[src/rtl/fetch_pipeline_controller_if.sv]
// fetch_pipeline_controller_if: decode/execute hazard and redirect inputs, fetch control and counter outputs
interface fetch_pipeline_controller_if #(parameter int CNT_W = 16);
    logic [4:0]       DEC_RS1_ADDR;
    logic [4:0]       DEC_RS2_ADDR;
    logic             DEC_USES_RS1;
    logic             DEC_USES_RS2;
    logic [4:0]       EX_RD_ADDR;
    logic             EX_MEM_READ;
    logic             EX_BRANCH_TAKEN;
    logic             EX_JUMP;
    logic [1:0]       EX_PC_SOURCE_REQ;
    logic             PC_WRITE;
    logic [1:0]       PC_SOURCE;
    logic             FETCH_REG_WRITE;
    logic             FETCH_FLUSH;
    logic             DEC_FLUSH;
    logic [CNT_W-1:0] STALL_CNT;
    logic [CNT_W-1:0] FLUSH_CNT;
    modport master (
        output DEC_RS1_ADDR, DEC_RS2_ADDR, DEC_USES_RS1, DEC_USES_RS2,
               EX_RD_ADDR, EX_MEM_READ, EX_BRANCH_TAKEN, EX_JUMP, EX_PC_SOURCE_REQ,
        input  PC_WRITE, PC_SOURCE, FETCH_REG_WRITE, FETCH_FLUSH, DEC_FLUSH, STALL_CNT, FLUSH_CNT
    );
    modport slave (
        input  DEC_RS1_ADDR, DEC_RS2_ADDR, DEC_USES_RS1, DEC_USES_RS2,
               EX_RD_ADDR, EX_MEM_READ, EX_BRANCH_TAKEN, EX_JUMP, EX_PC_SOURCE_REQ,
        output PC_WRITE, PC_SOURCE, FETCH_REG_WRITE, FETCH_FLUSH, DEC_FLUSH, STALL_CNT, FLUSH_CNT
    );
endinterface

[src/rtl/fetch_pipeline_controller.sv]
// fetch_pipeline_controller: fetch-stage PC/flush sequencing with load-use stalls and redirect squashes
module fetch_pipeline_controller #(
    parameter int LOAD_BUBBLES  = 1,
    parameter int FLUSH_BUBBLES = 1,
    parameter int CNT_W         = 16
) (
    input logic CLOCK,
    input logic RESET,
    fetch_pipeline_controller_if.slave bus
);
    localparam logic [1:0] ST_INIT = 2'd0, ST_RUN = 2'd1, ST_STALL = 2'd2, ST_FLUSH = 2'd3;
    logic [1:0]       state_q, state_d;
    logic [2:0]       cnt_q, cnt_d;
    logic [CNT_W-1:0] stall_cnt_q, stall_cnt_d, flush_cnt_q, flush_cnt_d;
    logic             redirect, hazard, in_init, in_flush, stall, redir_act;
    always_comb begin
        redirect  = bus.EX_BRANCH_TAKEN | bus.EX_JUMP;
        hazard    = bus.EX_MEM_READ && bus.EX_RD_ADDR != 5'd0 &&
                    ((bus.DEC_USES_RS1 && bus.DEC_RS1_ADDR == bus.EX_RD_ADDR) ||
                     (bus.DEC_USES_RS2 && bus.DEC_RS2_ADDR == bus.EX_RD_ADDR));
        in_init   = state_q == ST_INIT;
        in_flush  = state_q == ST_FLUSH;
        // STALL ignores redirects: execute only holds a bubble there
        redir_act = redirect && (state_q == ST_RUN || in_flush);
        stall     = state_q == ST_STALL || (state_q == ST_RUN && hazard && !redirect);
        bus.PC_WRITE        = !in_init && !stall;
        bus.PC_SOURCE       = redir_act ? bus.EX_PC_SOURCE_REQ : 2'd0;
        bus.FETCH_REG_WRITE = !stall;
        bus.FETCH_FLUSH     = in_init || redir_act || in_flush;
        bus.DEC_FLUSH       = in_init || redir_act || stall;
        bus.STALL_CNT       = stall_cnt_q;
        bus.FLUSH_CNT       = flush_cnt_q;
        stall_cnt_d = (stall && !(&stall_cnt_q)) ? stall_cnt_q + CNT_W'(1) : stall_cnt_q;
        flush_cnt_d = (redir_act && !(&flush_cnt_q)) ? flush_cnt_q + CNT_W'(1) : flush_cnt_q;
        state_d = state_q;
        cnt_d   = cnt_q;
        if (in_init) begin
            state_d = ST_RUN;
        end else if (redir_act) begin
            state_d = FLUSH_BUBBLES > 0 ? ST_FLUSH : ST_RUN;
            cnt_d   = 3'(FLUSH_BUBBLES);
        end else if (state_q == ST_RUN && hazard) begin
            state_d = LOAD_BUBBLES > 1 ? ST_STALL : ST_RUN;
            cnt_d   = 3'(LOAD_BUBBLES - 1);
        end else if (state_q == ST_STALL || in_flush) begin
            cnt_d   = cnt_q - 3'd1;
            state_d = cnt_q == 3'd1 ? ST_RUN : state_q;
        end
    end
    always_ff @(posedge CLOCK) begin
        if (RESET) begin
            state_q     <= ST_INIT;
            cnt_q       <= 3'd0;
            stall_cnt_q <= '0;
            flush_cnt_q <= '0;
        end else begin
            state_q     <= state_d;
            cnt_q       <= cnt_d;
            stall_cnt_q <= stall_cnt_d;
            flush_cnt_q <= flush_cnt_d;
        end
    end
endmodule

[src/flat_wrapper.sv]
// flat-port wrapper written by rule: the top's interface ports become plain ports
module fetch_pipeline_controller_flat 
#(
    parameter int LOAD_BUBBLES  = 1,
    parameter int FLUSH_BUBBLES = 1,
    parameter int CNT_W         = 16
)
  (CLOCK, RESET, bus_DEC_RS1_ADDR, bus_DEC_RS2_ADDR, bus_DEC_USES_RS1, bus_DEC_USES_RS2, bus_EX_RD_ADDR, bus_EX_MEM_READ, bus_EX_BRANCH_TAKEN, bus_EX_JUMP, bus_EX_PC_SOURCE_REQ, bus_PC_WRITE, bus_PC_SOURCE, bus_FETCH_REG_WRITE, bus_FETCH_FLUSH, bus_DEC_FLUSH, bus_STALL_CNT, bus_FLUSH_CNT);
  fetch_pipeline_controller_if #(.CNT_W(CNT_W)) bus_i ();
  input logic CLOCK;
  input logic RESET;
  input wire logic [$bits(bus_i.DEC_RS1_ADDR)-1:0] bus_DEC_RS1_ADDR;
  input wire logic [$bits(bus_i.DEC_RS2_ADDR)-1:0] bus_DEC_RS2_ADDR;
  input wire logic [$bits(bus_i.DEC_USES_RS1)-1:0] bus_DEC_USES_RS1;
  input wire logic [$bits(bus_i.DEC_USES_RS2)-1:0] bus_DEC_USES_RS2;
  input wire logic [$bits(bus_i.EX_RD_ADDR)-1:0] bus_EX_RD_ADDR;
  input wire logic [$bits(bus_i.EX_MEM_READ)-1:0] bus_EX_MEM_READ;
  input wire logic [$bits(bus_i.EX_BRANCH_TAKEN)-1:0] bus_EX_BRANCH_TAKEN;
  input wire logic [$bits(bus_i.EX_JUMP)-1:0] bus_EX_JUMP;
  input wire logic [$bits(bus_i.EX_PC_SOURCE_REQ)-1:0] bus_EX_PC_SOURCE_REQ;
  output wire logic [$bits(bus_i.PC_WRITE)-1:0] bus_PC_WRITE;
  output wire logic [$bits(bus_i.PC_SOURCE)-1:0] bus_PC_SOURCE;
  output wire logic [$bits(bus_i.FETCH_REG_WRITE)-1:0] bus_FETCH_REG_WRITE;
  output wire logic [$bits(bus_i.FETCH_FLUSH)-1:0] bus_FETCH_FLUSH;
  output wire logic [$bits(bus_i.DEC_FLUSH)-1:0] bus_DEC_FLUSH;
  output wire logic [$bits(bus_i.STALL_CNT)-1:0] bus_STALL_CNT;
  output wire logic [$bits(bus_i.FLUSH_CNT)-1:0] bus_FLUSH_CNT;
  assign bus_i.DEC_RS1_ADDR = bus_DEC_RS1_ADDR;
  assign bus_i.DEC_RS2_ADDR = bus_DEC_RS2_ADDR;
  assign bus_i.DEC_USES_RS1 = bus_DEC_USES_RS1;
  assign bus_i.DEC_USES_RS2 = bus_DEC_USES_RS2;
  assign bus_i.EX_RD_ADDR = bus_EX_RD_ADDR;
  assign bus_i.EX_MEM_READ = bus_EX_MEM_READ;
  assign bus_i.EX_BRANCH_TAKEN = bus_EX_BRANCH_TAKEN;
  assign bus_i.EX_JUMP = bus_EX_JUMP;
  assign bus_i.EX_PC_SOURCE_REQ = bus_EX_PC_SOURCE_REQ;
  assign bus_PC_WRITE = bus_i.PC_WRITE;
  assign bus_PC_SOURCE = bus_i.PC_SOURCE;
  assign bus_FETCH_REG_WRITE = bus_i.FETCH_REG_WRITE;
  assign bus_FETCH_FLUSH = bus_i.FETCH_FLUSH;
  assign bus_DEC_FLUSH = bus_i.DEC_FLUSH;
  assign bus_STALL_CNT = bus_i.STALL_CNT;
  assign bus_FLUSH_CNT = bus_i.FLUSH_CNT;
  fetch_pipeline_controller #(.LOAD_BUBBLES(LOAD_BUBBLES), .FLUSH_BUBBLES(FLUSH_BUBBLES), .CNT_W(CNT_W)) u_core (.CLOCK(CLOCK), .RESET(RESET), .bus(bus_i));
endmodule
[config.mk]
export PLATFORM = sky130hd
export DESIGN_NAME = fetch_pipeline_controller_flat
export DESIGN_NICKNAME = d
export VERILOG_FILES = /design/src/rtl/fetch_pipeline_controller_if.sv /design/src/rtl/fetch_pipeline_controller.sv /design/src/flat_wrapper.sv
export SDC_FILE = /design/constraint.sdc
export NUM_CORES = 1
export LEC_CHECK = 0
export ABC_AREA = 0
export CORE_MARGIN = 1.5
export CORE_UTILIZATION = 24
export DETAILED_ROUTE_END_ITERATION = 16
export PLACE_DENSITY = 0.49
export SYNTH_ARGS = -nofsm -noshare
export SYNTH_HDL_FRONTEND = slang
export SYNTH_SLANG_ARGS = --single-unit
[constraint.sdc]
create_clock -name CLOCK -period 4.6 [get_ports CLOCK]
set_input_delay 0.69 -clock CLOCK [delete_from_list [all_inputs] [get_ports CLOCK]]
set_output_delay 0.69 -clock CLOCK [all_outputs]
set_load 0.005 [all_outputs]
==> impl_metrics.py <==
metrics = {
    "outcome": {
        "status": "finished, final reports clean",
    },
    "sta": {
        "setup_slack_ns": 1.037,
        "period_share_pct": 77.47,
        "rsz0062_at_grt": "no",
        "max_freq_mhz": 280.6,
        "tightest_slew_ns": 0.6772,
        "slew_headroom_pct": 54.71,
        "final-max-slew-violation-count": 0,
        "fin_crit_ns": 3.563,
        "hold_viol": 0,
        "timing.hold.ws_ns": 0.4987,
        "setup_viol": 0,
        "setup-tns-final_ns": 0,
        "finClkSkew_ns": 0.005573,
    },
    "place": {
        "place_congestion": 0.8304,
        "dp_hpwl_um": 3656,
        "pre_cts_ws_ns": 1.023,
        "io_buffers": 61,
    },
    "setup_path": {
        "startpoint": "bus_EX_RD_ADDR[0]",
        "r2r-start": "u_core.bus.STALL_CNT[6]",
        "r2r_cells": 6,
        "reg2reg_to": "u_core.bus.STALL_CNT[8]",
        "reg2reg_slack_ns": 2.41,
        "crit_required_ns": 3.91,
        "startpoint_type": "input pin",
        "arrival_ns": 2.87,
        "critPathKind": "input pin to output pin",
        "critPathCapture": "bus_DEC_FLUSH",
        "critPathCaptureType": "output pin",
        "crit_fanout": 3,
    },
    "synthesis": {
        "syn-cell-area_um2": 2016,
        "yosys-top-cells-count": "dfxtp_1, nor2_1, a21oi_1, xnor2_1, nand2_1",
        "yosys.area.top_type_share_pct": 36.75,
        "ys_seq_area_share_pct": 36.75,
        "yosys_most_used_dff": "dfxtp_1",
        "synthCells": 232,
        "ys_types": 46,
        "synth.area.top_cells": "dfxtp_1, xnor2_1, nor2_1, xor2_1, a21oi_1",
        "synth_top_cell_by_area": "dfxtp_1",
        "synth_edf_count": 0,
        "yosys_warnings": 0,
        "synth_most_common_cell": "dfxtp_1",
        "synth_seq_cells": 37,
        "syn-num-nets": 260,
        "async_flop_share_pct": 0,
        "avgSynthCellArea_um2": 8.688,
    },
    "clock_network": {
        "postCtsHoldBufs": 0,
        "cts_sinks": 37,
        "clk_pin_slew_worst_paths_ns": 0.07,
        "cts_setup_buffers": 0,
        "cts_resized": 0,
        "numCtsBuffers": 5,
        "cts_tree": "yes",
        "htreeDepth": 2,
        "clockBufferDepth": 2,
        "cts-root-buf": "clkbuf_8",
        "clock_latency_ns": 0.28,
    },
    "die": {
        "design.core.area_um2": 8175,
        "die_h_um": 94.65,
        "die-width_um": 94.65,
        "dieArea_um2": 8958,
        "start_util_pct": 24.66,
        "ios": 62,
        "rows": 33,
    },
    "grt": {
        "grt_pass1_vias": 1872,
        "antenna_found_initial": 0,
        "grt_pass1_wl_um": 8466,
        "grt_util_all_layers_pct": 11.79,
        "grt_overflow": 0,
        "grt_max_degree": 30,
    },
    "routing": {
        "wl_per_cell_um": 12.31,
        "via_per_inst": 4.747,
        "first_pass_iters": 4,
        "drc": 0,
        "drt-total-wl_um": 4913,
        "drt_iter0_markers": 70,
        "via_count": 1894,
        "ant_nets": 0,
    },
    "finish": {
        "finalNetCount": 321,
        "utilization_pct": 34.21,
        "n_antenna_cell": 0,
        "areaGrowthSynthToFinish_pct": 38.73,
        "layout-drive-gt1-share_pct": 6.803,
    },
    "power_and_ir_drop": {
        "power.total_uw": 640.9,
        "power_leakage_nw": 0.9030,
        "p_per_area_nw_per_um2": 229.2,
        "vdd_drop_max_v": 0.0001000,
    },
    "min_path": {
        "hold_class": "register to register",
    },
    "run": {
        "maxCapViolCount": 0,
    },
}
[how the worst min path moves through the flow]
stage | slack, ns | depth (start not counted) | from | to
after global placement | 0.47 | 2 | u_core.cnt_q[0] | u_core.cnt_q[0]
after global routing | 0.53 | 2 | u_core.bus.STALL_CNT[4] | u_core.bus.STALL_CNT[4]
after floorplan | 0.46 | 2 | u_core.cnt_q[0] | u_core.cnt_q[0]
after detailed placement | 0.49 | 2 | u_core.cnt_q[0] | u_core.cnt_q[0]
final | 0.50 | 2 | u_core.cnt_q[0] | u_core.cnt_q[0]
after CTS | 0.50 | 2 | u_core.cnt_q[0] | u_core.cnt_q[0]
[cell families (layout without fill, tap and decap cells)]
group	after synthesis	in the layout	synth area share (%)
AOI/OAI and AO/OA	41	41	13.97
buffers and inverters	17	79	4.407
adders and majority gates	4	4	2.483
and+or+nand+nor	103	103	28.74
DFF	37	37	36.75
muxes	4	4	2.359
xor gates and xnor gates	26	26	11.30
[per-layer routing]
layer	vias to the layer above	routed length (µm)	global-route usage, %
li1	957	-	-
met1	878	2334	15.06
met2	50	2207	18.93
met3	9	299	3.543
met4	0	72	3.731
met5	-	0	0
[final cells by class]
type | count | area (µm²)
clock buffers | 6 | 72.57
clock inverters | 2 | 10.01
fillers | 875 | 5379
inverters | 8 | 30.03
multi-input cells | 178 | 1186
flip-flops and latches | 37 | 740.7
well taps | 105 | 131.4
repair buffers | 63 | 625.6
[critical path, cell delays in order]
cell and delay (ns):
clkdlybuf4s50_1 0.47, or4_1 0.55, o21ai_1 0.13, inv_1 0.09
and3_1 0.22, or2_2 0.28, clkdlybuf4s50_1 0.45
[flip-flops by register name, summed over array words and instances, names as in the netlist]
name                  flops
u_core.bus.FLUSH_CNT     16
u_core.bus.STALL_CNT     16
u_core.cnt_q              3
u_core.state_q            2
[power by group]
part | internal (mW) | switching (mW) | total (mW)
Sequential | 0.326 | 0.00850 | 0.335
Clock | 0.105 | 0.113 | 0.218
Combinational | 0.0484 | 0.0395 | 0.0879
Total | 0.480 | 0.161 | 0.641
[through the flow]
step           instance area [µm²]  cells
2_1_floorplan                 2016    232
3_3_place_gp                  2714    391
3_5_place_dp                  2714    391
4_1_cts                       2796    399
5_1_grt                       2796    399
6_report                      2796    399
[layout by cell type, fill, tap and decap left out, drive strengths merged, types with 2 or more instances in the layout]
master         count
a211oi             2
a21oi             16
a31oi              3
and2               3
and3               4
and4               2
buf                2
clkbuf             6
clkdlybuf4s50     61
clkinv             2
dfxtp             37
ha                 4
inv                8
mux2               3
nand2             15
nand3             12
nand4             11
nor2              27
nor2b              3
nor3               3
nor4               4
nor4b              2
o21ai              5
o31ai              8
or2                2
or3                2
or4               10
xnor2             16
xor2              10
Power figures use the tool's default switching activity.
